[src/rtl/mux_n_reg_arb.sv]
// N:1 multiplexer with a registered output stage, direct-select or round-robin
// arbitration, selector range checking and valid/ready back-pressure.
module mux_n_reg_arb #(
    parameter int NBits     = 32,
    parameter int NChannels = 4,
    parameter int SelBits   = 2
) (
    input  logic                       clk,
    input  logic                       reset,
    input  logic                       in_Mode,
    input  logic [SelBits-1:0]         in_Sel,
    input  logic [NChannels*NBits-1:0] in_Data,
    input  logic [NChannels-1:0]       in_Valid,
    output logic [NChannels-1:0]       out_Grant,
    output logic [NBits-1:0]           out_Data,
    output logic                       out_Valid,
    output logic [SelBits-1:0]         out_Sel,
    input  logic                       in_Ready,
    output logic                       out_SelError
);

    // Handshake: a producer's word is taken when its out_Grant bit is high in
    // the same cycle; the held word is consumed at a clock edge where
    // out_Valid && in_Ready, and stays frozen while out_Valid && !in_Ready.

    localparam int SelSpan = 2 ** SelBits;

    logic [NBits-1:0]   r_data;
    logic               r_valid;
    logic [SelBits-1:0] r_sel;
    logic               r_sel_err;
    logic [SelBits-1:0] r_rr_ptr;

    logic [SelSpan-1:0] w_valid_ext;
    logic               w_can_load;
    logic               w_sel_in_range;
    logic               w_direct_found;
    logic               w_rr_found;
    logic [SelBits-1:0] w_rr_idx;
    logic               w_win_found;
    logic [SelBits-1:0] w_win_idx;
    logic               w_capture;
    logic [NBits-1:0]   w_mux_data;
    logic [NChannels-1:0] w_grant;
    int                 w_dist;
    int                 w_best;

    // Padding to the full selector span lets in_Sel index safely even when it
    // points past the last real channel.
    assign w_valid_ext    = SelSpan'(in_Valid);
    assign w_can_load     = !r_valid || in_Ready;
    assign w_sel_in_range = ({1'b0, in_Sel} < (SelBits + 1)'(NChannels));
    assign w_direct_found = w_sel_in_range && w_valid_ext[in_Sel];

    // Round-robin: the winner is the valid channel closest after r_rr_ptr.
    always_comb begin
        w_rr_found = 1'b0;
        w_rr_idx   = '0;
        w_best     = NChannels;
        w_dist     = 0;
        for (int c = 0; c < NChannels; c++) begin
            w_dist = c - int'(r_rr_ptr) - 1;
            if (w_dist < 0) begin
                w_dist = w_dist + NChannels;
            end
            if (in_Valid[c] && (w_dist < w_best)) begin
                w_best     = w_dist;
                w_rr_found = 1'b1;
                w_rr_idx   = SelBits'(c);
            end
        end
    end

    assign w_win_found = in_Mode ? w_rr_found : w_direct_found;
    assign w_win_idx   = in_Mode ? w_rr_idx   : in_Sel;
    assign w_capture   = !reset && w_can_load && w_win_found;

    always_comb begin
        w_grant = '0;
        for (int c = 0; c < NChannels; c++) begin
            if (w_capture && (w_win_idx == SelBits'(c))) begin
                w_grant[c] = 1'b1;
            end
        end
    end

    // Data is only muxed from real channels, so no undefined word can latch.
    always_comb begin
        w_mux_data = '0;
        for (int c = 0; c < NChannels; c++) begin
            if (w_win_idx == SelBits'(c)) begin
                w_mux_data = in_Data[c*NBits +: NBits];
            end
        end
    end

    always_ff @(posedge clk or posedge reset) begin
        if (reset) begin
            r_data    <= '0;
            r_valid   <= 1'b0;
            r_sel     <= '0;
            r_sel_err <= 1'b0;
            r_rr_ptr  <= SelBits'(NChannels - 1);
        end else begin
            if (w_capture) begin
                r_data  <= w_mux_data;
                r_sel   <= w_win_idx;
                r_valid <= 1'b1;
                if (in_Mode) begin
                    r_rr_ptr <= w_win_idx;
                end
            end else if (in_Ready) begin
                r_valid <= 1'b0;
            end
            r_sel_err <= !in_Mode && !w_sel_in_range && w_can_load;
        end
    end

    assign out_Grant    = w_grant;
    assign out_Data     = r_data;
    assign out_Valid    = r_valid;
    assign out_Sel      = r_sel;
    assign out_SelError = r_sel_err;

endmodule

[config.mk]
export PLATFORM = sky130hd
export DESIGN_NAME = mux_n_reg_arb
export DESIGN_NICKNAME = d
export VERILOG_FILES = /design/src/rtl/mux_n_reg_arb.sv
export SDC_FILE = /design/constraint.sdc
export NUM_CORES = 1
export LEC_CHECK = 0
export BUFFER_PORTS_ARGS = -buffer_cell sky130_fd_sc_hd__buf_4
export CORE_MARGIN = 3
export CORE_UTILIZATION = 44
export DETAILED_ROUTE_END_ITERATION = 16
export HOLD_SLACK_MARGIN = 0.12
export PLACE_DENSITY = 0.92
export SKIP_CTS_REPAIR_TIMING = 1
export SLEW_MARGIN = 20
export SYNTH_ARGS = -nofsm -noshare
export SYNTH_HDL_FRONTEND = slang
export SYNTH_SLANG_ARGS = --single-unit
[constraint.sdc]
create_clock -name clk -period 5.6 [get_ports clk]
set_clock_uncertainty 0.2 [all_clocks]
set_input_delay 1.12 -clock clk [delete_from_list [all_inputs] [get_ports clk]]
set_output_delay 1.12 -clock clk [all_outputs]
set_load 0.03 [all_outputs]
# Yosys cells after proc, flatten, opt, wreduce, memory -nomap -nowiden
# Cells that the tools add are included.
[word_totals]
ff_bits = 37
in_bits = 138
word_cells = 72
[op_classes]
n_addsub = 12
n_lt_le_gt_ge = 9
n_eq_ne = 3
n_mux = 28
n_reduce_logical = 16
[op_table]
columns = ["cell", "n"]
rows = [
  ["$mux W32", 11],
  ["$lt A32 B32 Y1", 3],
  ["$lt A32 B4 Y1 const B", 1],
  ["$add A4 B4 Y5 const B", 4],
  ["$lt A4 B1 Y1 const B", 4],
  ["$sub A3 B2 Y4 const B", 4],
  ["$mux W1", 13],
  ["$logic_and A1 B1 Y1", 10],
  ["$mux W2", 3],
  ["$sub A1 B2 Y3 const A", 2],
  ["$sub A2 B2 Y3 const A", 2],
  ["$eq A2 B2 Y1 const B", 2],
  ["$lt A2 B3 Y1 const B", 1],
  ["$bmux W1 S2", 1],
  ["$eq A2 B1 Y1 const B", 1],
  ["$logic_not A1 Y1", 2],
  ["$logic_not A2 Y1", 1],
  ["$reduce_and A2 Y1", 1],
  ["$reduce_bool A2 Y1", 1],
  ["$logic_or A1 B1 Y1", 1],
]

# Logic depth before layout (Yosys ltp)
# Gate-level depths: netlist of the first run.
[logic_depth]
depth_word = 22
ltp_mapped = 21
depth_no_buf = 19

# Worst setup path after synthesis of the first run
# Ideal clock, no wire load.
[synth_path]
path_type = "input to output"
from = "input port in_Valid[0]"
to = "output port out_Grant[2]"
t_arrival_ps = 4362
t_required_ps = 4280
slack_ps = -82
stages = 17
cell_sequence = "mux2i_1 nor2_1 a31oi_1 ha_1 and4bb_1 o2111ai_2 nand2_1 nor2_1 a21oi_1 ha_1 a21o_1 a31oi_1 o21ai_1 a31o_2 buf_1 or2_1 nor2_1"
[synth_between]
elab_chain_cells = 15
[synth_rtl]
columns = ["element", "line", "source"]
rows = [
  ["start: declaration", "13", "input logic [NChannels-1:0] in_Valid,"],
  ["$logic_and A1 B1 Y1", "66", "if (in_Valid[c] && (w_dist < w_best)) begin"],
  ["$mux W32", "66", ""],
  ["$lt A32 B32 Y1", "66", ""],
  ["$logic_and A1 B1 Y1", "66", ""],
  ["$mux W32", "66", ""],
  ["$lt A32 B32 Y1", "66", ""],
  ["$logic_and A1 B1 Y1", "66", ""],
  ["$mux W32", "66", ""],
  ["$lt A32 B32 Y1", "66", ""],
  ["$logic_and A1 B1 Y1", "66", ""],
  ["$mux W2 or $mux W1 (tied branches)", "66", ""],
  ["$mux W2 or $mux W1 (tied branches)", "75, 74", ""],
  ["$eq A2 B2 Y1 or $logic_and A1 B1 Y1 (tied branches)", "81, 76", ""],
  ["$logic_and A1 B1 Y1 (*)", "81", "if (w_capture && (w_win_idx == SelBits'(c))) begin"],
  ["$mux W1 (*)", "81", ""],
  ["end: declaration", "14", "output logic [NChannels-1:0] out_Grant,"],
]
# Mark *: on every way between the ends. The rest lies on a longest branch, timed or not. The select of a mux whose other input is x is not followed.

# Final worst setup path of the first run
[layout_path]
from = "input port in_Valid[1]"
to = "output port out_Grant[2]"
[layout_between]
elab_chain_cells = 12
[layout_rtl]
columns = ["element", "line"]
rows = [
  ["$logic_and A1 B1 Y1", "66"],
  ["$mux W32", "66"],
  ["$lt A32 B32 Y1", "66"],
  ["$logic_and A1 B1 Y1", "66"],
  ["$mux W32", "66"],
  ["$lt A32 B32 Y1", "66"],
  ["$logic_and A1 B1 Y1", "66"],
  ["$mux W2 or $mux W1 (tied branches)", "66"],
  ["$mux W2 or $mux W1 (tied branches)", "75, 74"],
  ["$eq A2 B2 Y1 or $logic_and A1 B1 Y1 (tied branches)", "81, 76"],
  ["$logic_and A1 B1 Y1 (*)", "81"],
  ["$mux W1 (*)", "81"],
]
# Marks and branches as above.

==> reports/results.ini, run 1 <==
[routing]
routedWlPerCell_um = 19.09
drt_iter0_drc = 242
ant_nets = 0
routed_wirelength_um = 11290
drc = 0
drt_pass1_iterations = 5
num_vias = 3594
routed_via_density = 6.081

[layout]
finalInstanceArea_um2 = 4728
final_nets = 659
area_growth_pct = 57.33
utilization_pct = 72.80
final_cell_count_no_fill = 591
layout_common_cells = buf_4, a2111oi_0, inv_1
layout_commonest_cell = buf_4
drive_gt1_share_pct = 47.08
diodes = 0

[placement]
place_area_um2 = 4425
place_congestion = 0.9293
detailed_place_hpwl_um = 7954
dp.cells = 577
io_buffers = 176

[synth]
yosysWarnings = 0
synthDistinctLibCells = 42
postSynthAreaPerCell_um2 = 8.865
synth_top_cells_by_area = dfrtp_1, a2111oi_0, mux2i_1
seq_area_frac_synth_pct = 30.89
synth-seq-cells = 37
syn_inst = 339
syn_area_um2 = 3005
netlist.top_cell.by_area = dfrtp_1
netlist.area_leader.share_pct = 29.14

[worst_setup_path]
critPathKind = input port to output port
arrival_ns = 4.30
crit_required_ns = 4.28
reg2reg_slack_ns = 0.57
worst_setup_path_start_kind = input port
path_max_fanout = 8
endpoint_kind = output port

[grt]
grt_overflow = 0
grt_pass1_vias = 3475
grt_max_degree = 38
grt_pass1_wl_um = 16300
groute.usage.overall_pct = 26.07
grt_antenna_before_repair = 0

[power]
vdd_drop_max_mv = 0.3202
p_leak_nw = 2.213
power_w = 0.002983
p_per_area_nw_per_um2 = 630.8

[cts]
clockBufferDepth = 2
numCtsBuffers = 5
clock_sinks = 37
cts_tree = yes
clk_pin_slew_ns = 0.08
htree_num_levels = 2
cts_root_buf = clkbuf_8
clock_latency_ns = 0.29

[sta]
fmax_ghz = 0.1780
fin_ws_ns = -0.01885
hold_viol = 0
slew_headroom_pct = 54.04
setup_tns_ns = -0.04502
slew_violations = 0
finalCriticalPeriod_ns = 5.619
setup_viol = 3
worst_pin_slew_ns = 0.6893
post-route-period-util_pct = 100.3

[floorplan]
ios = 178
core-area_um2 = 6495
initial_core_util_pct = 46.27
dieArea_um2 = 7858
rows = 29
die_y_um = 88.65
fp.dieW_um = 88.65

[hold_path]
min_path_type = flop to flop

[run_status]
violations = setup timing
outcome = finished, violations left

[job]
maxCapViolations = 0

[logic make-up after synthesis]
logic type | share of synthesized area (%)
xor gates and xnor gates | 0.5830
and+or+nand+nor | 8.951
adders and majority gates | 3.331
other | 0.2499
buffers and inverters | 10.37
DFF | 30.89
AOI/OAI and AO/OA | 33.89
muxes | 11.74
[registers in the layout, summed over array words and instances, names as in the netlist]
name       cells
r_rr_ptr       2
out_Data      32
out_Sel        2
out_Valid      1
[layer usage]
layer / wire (um) / GRT usage [%]
met5: 0 / 0
met4: 280 / 8.929
met3: 972 / 4.562
met2: 5761 / 46.22
met1: 4270 / 31.65
[worst max-delay path, cell delays in order]
cell	delay (ns)
buf_4	0.15
mux2i_1	0.14
nor2_1	0.08
a31oi_2	0.21
ha_2	0.25
and4bb_1	0.20
o2111ai_2	0.21
nand2_2	0.12
nor2_2	0.12
a21oi_1	0.05
ha_1	0.35
a21o_1	0.20
a211o_1	0.21
a21bo_4	0.27
a211o_4	0.36
nor2_4	0.11
buf_6	0.13
[worst paths after layout]
kind	endpoint	from	cells after the start
worst max-delay path	out_Grant[2]	in_Valid[1]	17
worst min-delay path	out_Sel[1]	out_Sel[1]	2
worst max register to register	out_Data[4]	r_rr_ptr[0]	22
worst min register to register	out_Sel[1]	out_Sel[1]	2
max in group asynchronous	r_rr_ptr[1]	reset	3
min in group asynchronous	out_Valid	reset	3
[stage by stage]
| stage | worst slack [ns] | hold slack [ns] |
|---|---|---|
| floorplan | -0.08216 | 0.3128 |
| global placement | 0.2197 | 0.2636 |
| detailed placement | 0.01386 | 0.2762 |
| CTS | -0.2740 | 0.2943 |
| global route | -0.1427 | 0.3250 |
| finish | -0.01885 | 0.2888 |
[cell usage after synthesis, drive strengths merged]
| cell | number |
|---|---|
| a211oi | 34 |
| dfrtp | 35 |
| nand2b | 2 |
| xor2 | 1 |
| and3b | 1 |
| a21oi | 4 |
| a2111oi | 64 |
| nor2b | 3 |
| mux2i | 33 |
| nor3 | 1 |
| nor2 | 41 |
| inv | 41 |
| xnor2 | 1 |
| a31oi | 4 |
| nand3b | 1 |
| mux4 | 1 |
| a21o | 1 |
| nand3 | 1 |
| o21bai | 1 |
| buf | 7 |
| a21bo | 1 |
| ha | 8 |
| and4bb | 1 |
| nand2 | 5 |
| clkbuf | 28 |
| or2 | 1 |
| a211o | 2 |
| conb | 2 |
| o21ai | 4 |
| o2111ai | 1 |
| a41oi | 1 |
| and2 | 2 |
| a31o | 2 |
| nor3b | 1 |
| dfstp | 2 |
| o21a | 1 |
[area by class of cell]
type | instances | area [um2]
inverters | 41 | 153.9
repair buffers | 201 | 1520
fillers | 479 | 1767
clock inverters | 2 | 37.54
flip-flops and latches | 37 | 928.4
well taps | 77 | 96.34
clock buffers | 6 | 82.58
multi-input cells | 227 | 1909
[report_power, final]
| part | switching [W] | leakage [nW] | internal [W] |
|---|---|---|---|
| clock | 0.000101 | 0.0574 | 0.000145 |
| combinational | 0.00132 | 1.75 | 0.000927 |
| sequential | 0.0000843 | 0.410 | 0.000404 |
Note: power is estimated with default switching activity, not from simulation.
==> inputs of run 2 (changes only) <==
--- a/config.mk
+++ b/config.mk
@@ -7,10 +7,11 @@
 export LEC_CHECK = 0
 export BUFFER_PORTS_ARGS = -buffer_cell sky130_fd_sc_hd__buf_4
 export CORE_MARGIN = 3
-export CORE_UTILIZATION = 44
+export CORE_UTILIZATION = 45
+export CTS_BUF_LIST = sky130_fd_sc_hd__clkbuf_4
 export DETAILED_ROUTE_END_ITERATION = 16
 export HOLD_SLACK_MARGIN = 0.12
-export PLACE_DENSITY = 0.92
+export PLACE_DENSITY = 0.93
 export SKIP_CTS_REPAIR_TIMING = 1
 export SLEW_MARGIN = 20
 export SYNTH_ARGS = -nofsm -noshare
==> run 2 against run 1 <==
The flow still finishes with violations (setup timing). Utilization shrank 0.17 points. Register-to-register slack got worse by 0.47 ns. Count of clock-buffer cells in the layout shrank 1. Final cell count fell by 0.34%. Critical path depth is 2 higher. Wire length is 5.0% higher. Sequential cell count did not move. Critical endpoint is now out_Grant[3]. Worst hold slack better by 0.019 ns. Via count grew 2.1%. Sequential share of layout area increased by 0.27 points. Largest cell class unchanged.
==> reports/results.ini, run 2 (synthesized netlist as in run 1, its figures left out) <==
[cts]
clock_sinks = 37  ; unchanged
htree_num_levels = 2  ; unchanged
cts_tree = yes
clk_pin_slew_ns = 0.13  ; +0.05 ns
cts_root_buf = clkbuf_4
clock_latency_ns = 0.34  ; +0.05 ns
clockBufferDepth = 2  ; unchanged
numCtsBuffers = 5  ; unchanged

[worst_setup_path]
critPathKind = flop to output port
r2r_cells = 19  ; -14%
endpoint_kind = output port
r2r_end = out_Data[27]
reg2reg_slack_ns = 0.10  ; -0.47 ns
rr_startpoint = r_rr_ptr[0]
path_max_fanout = 6  ; -2
worstSetupStartpoint = r_rr_ptr[0]
arrival_ns = 4.51  ; +0.21 ns
worst_setup_path_start_kind = flop
crit_required_ns = 4.28  ; about the same

[sta]
setup_tns_ns = -0.7831  ; -0.7380 ns
slew_headroom_pct = 43.58  ; -10 points
slew_violations = 0  ; unchanged
rsz0062_at_grt = yes
fin_ws_ns = -0.2313  ; -0.2125 ns
finalCriticalPeriod_ns = 5.831  ; +0.2125 ns
setup_viol = 4  ; +1
fmax_ghz = 0.1715  ; -3.6%
worst_pin_slew_ns = 0.8463  ; +0.1570 ns
post-route-period-util_pct = 104.1  ; +3.8 points
hold_viol = 0  ; unchanged

[routing]
routed_via_density = 6.229  ; +2.4%
drc = 0  ; unchanged
routed-wl-met3_um = 1025  ; +5.5%
met2_length_um = 5860  ; +1.7%
wl_met1_um = 4590  ; +7.5%
drt_iter0_drc = 375  ; +55%
highest_layer = met4
routedWlPerCell_um = 20.12  ; +5.4%
ant_nets = 0  ; unchanged
routed_wirelength_um = 11850  ; +5.0%
drt_pass1_iterations = 5  ; unchanged
num_vias = 3669  ; +2.1%

[hold_path]
min_path_type = flop to flop
min-delay-start = out_Sel[1]
min_to = out_Sel[1]
hold_depth = 2  ; unchanged

[layout]
multi_input_area_um2 = 1923  ; +0.72%
largest_reg_flops = 32  ; unchanged
drive_gt1_share_pct = 47.07  ; about the same
final_nets = 657  ; -0.30%
diodes = 0  ; unchanged
utilization_pct = 72.63  ; -0.17 points
layout_commonest_cell = buf_4
final_cell_count_no_fill = 589  ; -0.34%
fillCellCount = 461  ; -3.8%
layout_common_cells = buf_4, a2111oi_0, inv_1
area_growth_pct = 55.20
seq_area_um2 = 928.4  ; unchanged

[grt]
groute.usage.overall_pct = 26.53  ; +0.45 points
grt_pass1_wl_um = 16330  ; +0.17%
grt_antenna_before_repair = 0  ; unchanged
grt_max_degree = 63  ; +66%
grt_pass1_vias = 3494  ; +0.55%
grt_overflow = 0  ; unchanged

[run_status]
violations = setup timing
outcome = finished, violations left

[power]
p_per_area_nw_per_um2 = 624.2  ; -1.0%
p_leak_nw = 2.176  ; -1.7%
vdd_drop_max_mv = 0.3151  ; -1.6%

[placement]
dp.cells = 576  ; -0.17%
detailed_place_hpwl_um = 7843  ; -1.4%
place_congestion = 0.9328  ; +0.38%
io_buffers = 176  ; unchanged

[floorplan]
dieArea_um2 = 7695  ; -2.1%
die_y_um = 87.72  ; -1.0%
ios = 178  ; unchanged
fp.dieW_um = 87.72  ; -1.0%
initial_core_util_pct = 46.80  ; +0.52 points
rows = 29  ; unchanged
core-area_um2 = 6422  ; -1.1%

[job]
maxCapViolations = 0  ; unchanged

==> run 2: cell types whose count changed in the layout (fill, tap and decap cells not counted), sizes merged <==
cell      previous run  this run
buf                201       199
bufinv               1         0
clkbuf               6         5
clkinv               0         3
clkinvlp             1         0
==> run 2: per-stage QoR <==
stage / setup slack (ns) / hold slack, ns / cell area [um2] / power [W]
finish: -0.2313 / 0.3079 / 4664 / 0.002912
global route: -0.3184 / 0.3402 / 4664 / 0.003059
CTS: -0.4446 / 0.2946 / 4468 / 0.002558
detailed placement: -0.05322 / 0.2651 / 4418 / 0.002414
global placement: 0.2209 / 0.2717 / 4418 / 0.002338
floorplan: -0.08216 / 0.3128 / 3012 / 0.001778
==> run 2: final cells by class <==
cell class                 instances  area share [%]
multi-input combinational        227           41.23
clock buffer                       5          0.8047
timing repair buffer             199           32.43
clock inverter                     3          0.2682
sequential                        37           19.90
tap                               77           2.065
inverter                          41           3.299
==> run 2: worst max-delay path, stage by stage, from the launching register on <==
cell,delay (ns)
dfstp_2,0.62
ha_2,0.26
xor2_4,0.22
inv_2,0.08
ha_4,0.27
inv_1,0.05
ha_1,0.29
o21ai_1,0.09
o2111ai_2,0.24
nand2_2,0.12
nor2_2,0.10
a21oi_1,0.05
ha_1,0.38
a21o_1,0.25
a31oi_2,0.28
o21ai_2,0.10
a31o_2,0.26
or2_4,0.26
nor2_2,0.12
buf_6,0.14
==> run 2: routing by layer <==
layer,vias up,track usage (%)
met5,-,0
met4,0,10.88
met3,35,4.798
met2,254,45.75
met1,1738,32.54
li1,1642,-
==> run 2: worst max-delay path by stage <==
stage / to / depth (start not counted)
2_1_floorplan: out_Grant[2] / 17
3_3_place_gp: out_Grant[3] / 17
3_5_place_dp: out_Grant[3] / 17
4_1_cts: out_Grant[3] / 18
5_1_grt: out_Grant[3] / 19
6_report: out_Grant[3] / 19
==> run 2: power by group <==
group	internal [W]	switching [W]	total (W)	leakage, nW
Sequential	0.000403	0.0000866	0.000490	0.410
Clock	0.0000455	0.0000933	0.000139	0.0300
Combinational	0.000912	0.00137	0.00228	1.74
==> inputs of run 3 (changes only) <==
--- a/config.mk
+++ b/config.mk
@@ -11,7 +11,7 @@
 export CTS_BUF_LIST = sky130_fd_sc_hd__clkbuf_4
 export DETAILED_ROUTE_END_ITERATION = 16
 export HOLD_SLACK_MARGIN = 0.12
-export PLACE_DENSITY = 0.93
+export PLACE_DENSITY_LB_ADDON = 0.15
 export SKIP_CTS_REPAIR_TIMING = 1
 export SLEW_MARGIN = 20
 export SYNTH_ARGS = -nofsm -noshare
==> run 3 against run 2 <==
The run now ends clean. Worst setup slack better by 0.29 ns. Wire length is 3.3% lower. Sequential power is 2% lower. Final cell count is 1.9% higher. Utilization is 2.4 points higher. First-iteration DRC count is 43% lower. Register-to-register slack better by 0.53 ns. Critical path depth stayed put. Die area stayed put. Cell area is 3.3% higher. Critical path type unchanged. Largest cell class unchanged. Highest routed layer unchanged.
==> reports/results.ini, run 3 (synthesized netlist as in run 1, its figures left out) <==
[floorplan]
fp.dieW_um = 87.72  ; unchanged
core-area_um2 = 6422  ; unchanged
initial_core_util_pct = 46.80  ; unchanged
ios = 178  ; unchanged
rows = 29  ; unchanged
dieArea_um2 = 7695  ; unchanged
die_y_um = 87.72  ; unchanged

[layout]
area_growth_pct = 60.32
utilization_pct = 75.02  ; +2.4 points
largest_reg_flops = 32  ; unchanged
final_nets = 668  ; +1.7%
final_cell_count_no_fill = 600  ; +1.9%
diodes = 0  ; unchanged
drive_gt1_share_pct = 48.37  ; +1.3 points
layout_common_cells = buf_4, a2111oi_0, inv_1
layout_commonest_cell = buf_4

[worst_setup_path]
cp_slowest_cell = dfstp_2
path_buf_inv = 4  ; +1
crit_required_ns = 4.28  ; about the same
path_max_fanout = 4  ; -2
cp_top_family = compound AO/OA/AOI/OAI gates
reg2reg_slack_ns = 0.63  ; +0.53 ns
worst_setup_path_start_kind = flop
r2r_cells = 21  ; +2
endpoint_kind = output port
worstSetupStartpoint = r_rr_ptr[0]
rr_startpoint = r_rr_ptr[0]
max_stage_delay_ns = 0.60  ; -0.02 ns
crit_path_cell_trace = buf_6, ha_4, xor2_4, inv_2, ha_4, inv_1, ha_1, o21ai_2, o2111ai_2, nand2_2, nor2_1, a21oi_1, ha_1, a21o_1, a211o_1, a211oi_4, a211oi_4, nor2_1, buf_4
r2r_end = out_Data[19]
critPathKind = flop to output port
arrival_ns = 4.22  ; -0.29 ns

[sta]
post-route-period-util_pct = 98.90  ; -5.2 points
rsz0062_at_grt = yes
slew_headroom_pct = 48.48  ; +4.9 points
hold_viol = 0  ; unchanged
setup_viol = 0  ; -4
finalCriticalPeriod_ns = 5.538  ; -0.2929 ns
slew_violations = 0  ; unchanged
setup_tns_ns = 0  ; +0.7831 ns
worst_pin_slew_ns = 0.7693  ; -0.07708 ns
fin_ws_ns = 0.06158  ; +0.2929 ns
fmax_ghz = 0.1806  ; +5.3%

[routing]
routed_wirelength_um = 11450  ; -3.3%
routed_via_density = 6.038  ; -3.1%
drt_pass1_iterations = 4  ; -1
drt_iter0_drc = 212  ; -43%
routedWlPerCell_um = 19.09  ; -5.1%
drc = 0  ; unchanged
num_vias = 3623  ; -1.3%
ant_nets = 0  ; unchanged

[cts]
clk_pin_slew_ns = 0.14  ; about the same
cts_tree = yes
clock_sinks = 37  ; unchanged
cts_root_buf = clkbuf_4
numCtsBuffers = 5  ; unchanged
htree_num_levels = 2  ; unchanged
clock_latency_ns = 0.36  ; +0.02 ns
clockBufferDepth = 2  ; unchanged

[power]
power.share.clock_pct = 6.5  ; +1.7 points
p_sw_w = 0.001542  ; -0.59%
power_w = 0.003082  ; +5.8%
p_leak_nw = 2.252  ; +3.5%
p_sw_share_pct = 50.03  ; -3.2 points
p_seq_share_pct = 15.6  ; -1.2 points
vdd_drop_max_mv = 0.3644  ; +16%
p_comb_share_pct = 77.9  ; -0.5 points
p_int_w = 0.001540  ; +13%
p_per_area_nw_per_um2 = 639.6  ; +2.5%

[grt]
grt_overflow = 0  ; unchanged
grt_antenna_before_repair = 0  ; unchanged
grt_max_degree = 60  ; -4.8%
grt_pass1_wl_um = 16560  ; +1.4%
grt_pass1_vias = 3326  ; -4.8%
groute.usage.overall_pct = 27.10  ; +0.58 points

[placement]
io_buffers = 176  ; unchanged
dp.cells = 576  ; unchanged
place_congestion = 0.8986  ; -3.7%
place_ws_ns = 0.03137  ; +0.08459 ns
detailed_place_hpwl_um = 7626  ; -2.8%

[hold_path]
min_path_type = flop to flop
hold_depth = 2  ; unchanged
min_to = out_Sel[0]
min-delay-start = out_Sel[0]

[job]
maxCapViolations = 0  ; unchanged

[run_status]
outcome = finished, final reports clean

## run 3: changes by cell type in the layout (fill, tap and decap cells not counted), moves of 2 or more
| cell | before | now |
|---|---|---|
| buf_4 | 195 | 203 |
| buf_6 | 3 | 5 |
| clkinv_1 | 2 | 0 |
| ha_4 | 2 | 4 |
## run 3: through the flow
| stage | hold slack (ns) | cell area [um2] |
|---|---|---|
| floorplan | 0.3128 | 3012 |
| global placement | 0.2655 | 4431 |
| detailed placement | 0.2696 | 4431 |
| CTS | 0.3020 | 4514 |
| global route | 0.3573 | 4818 |
| finish | 0.2979 | 4818 |
## run 3: final cells by class
type	count	area, um2
flip-flops and latches	37	928.4
inverters	41	153.9
fillers	478	1604
clock inverters	3	46.29
repair buffers	210	1615
clock buffers	5	37.54
multi-input cells	227	1941
well taps	77	96.34
## run 3: worst max-delay path by stage
stage	end	slack, ns	depth (start not counted)
6_report	out_Grant[1]	0.06	19
3_5_place_dp	out_Grant[1]	0.03	17
2_1_floorplan	out_Grant[2]	-0.08	17
5_1_grt	out_Grant[1]	-0.17	19
3_3_place_gp	out_Grant[3]	0.23	18
4_1_cts	out_Grant[1]	-0.39	18
## run 3: worst reg2reg max path: cells and delay by family, from the launching register on
kind	cells	cell delay, ns
AO/OA/AOI/OAI	9	2.05
adder cells (fa/ha/maj)	4	1.04
flip-flops	1	0.60
buffers and inverters	5	0.57
AND/OR/NAND/NOR	2	0.21
XOR/XNOR	1	0.20
## run 3: metal layers
metal	vias to the layer above	share of wire, %	GRT usage, %
met5	-	0	0
met3	21	9.2	6.209
li1	1660	-	-
met1	1741	38	34.42
met2	201	50	46.99
met4	0	2.2	5.858
## run 3: power by group through the flow
stage / Clock [W] / Sequential (W) / Combinational, W
floorplan: 0 / 0.000719 / 0.00106
global placement: 0 / 0.000479 / 0.00189
detailed placement: 0 / 0.000484 / 0.00194
CTS: 0.000202 / 0.000479 / 0.00195
global route: 0.000212 / 0.000498 / 0.00256
finish: 0.000200 / 0.000481 / 0.00240
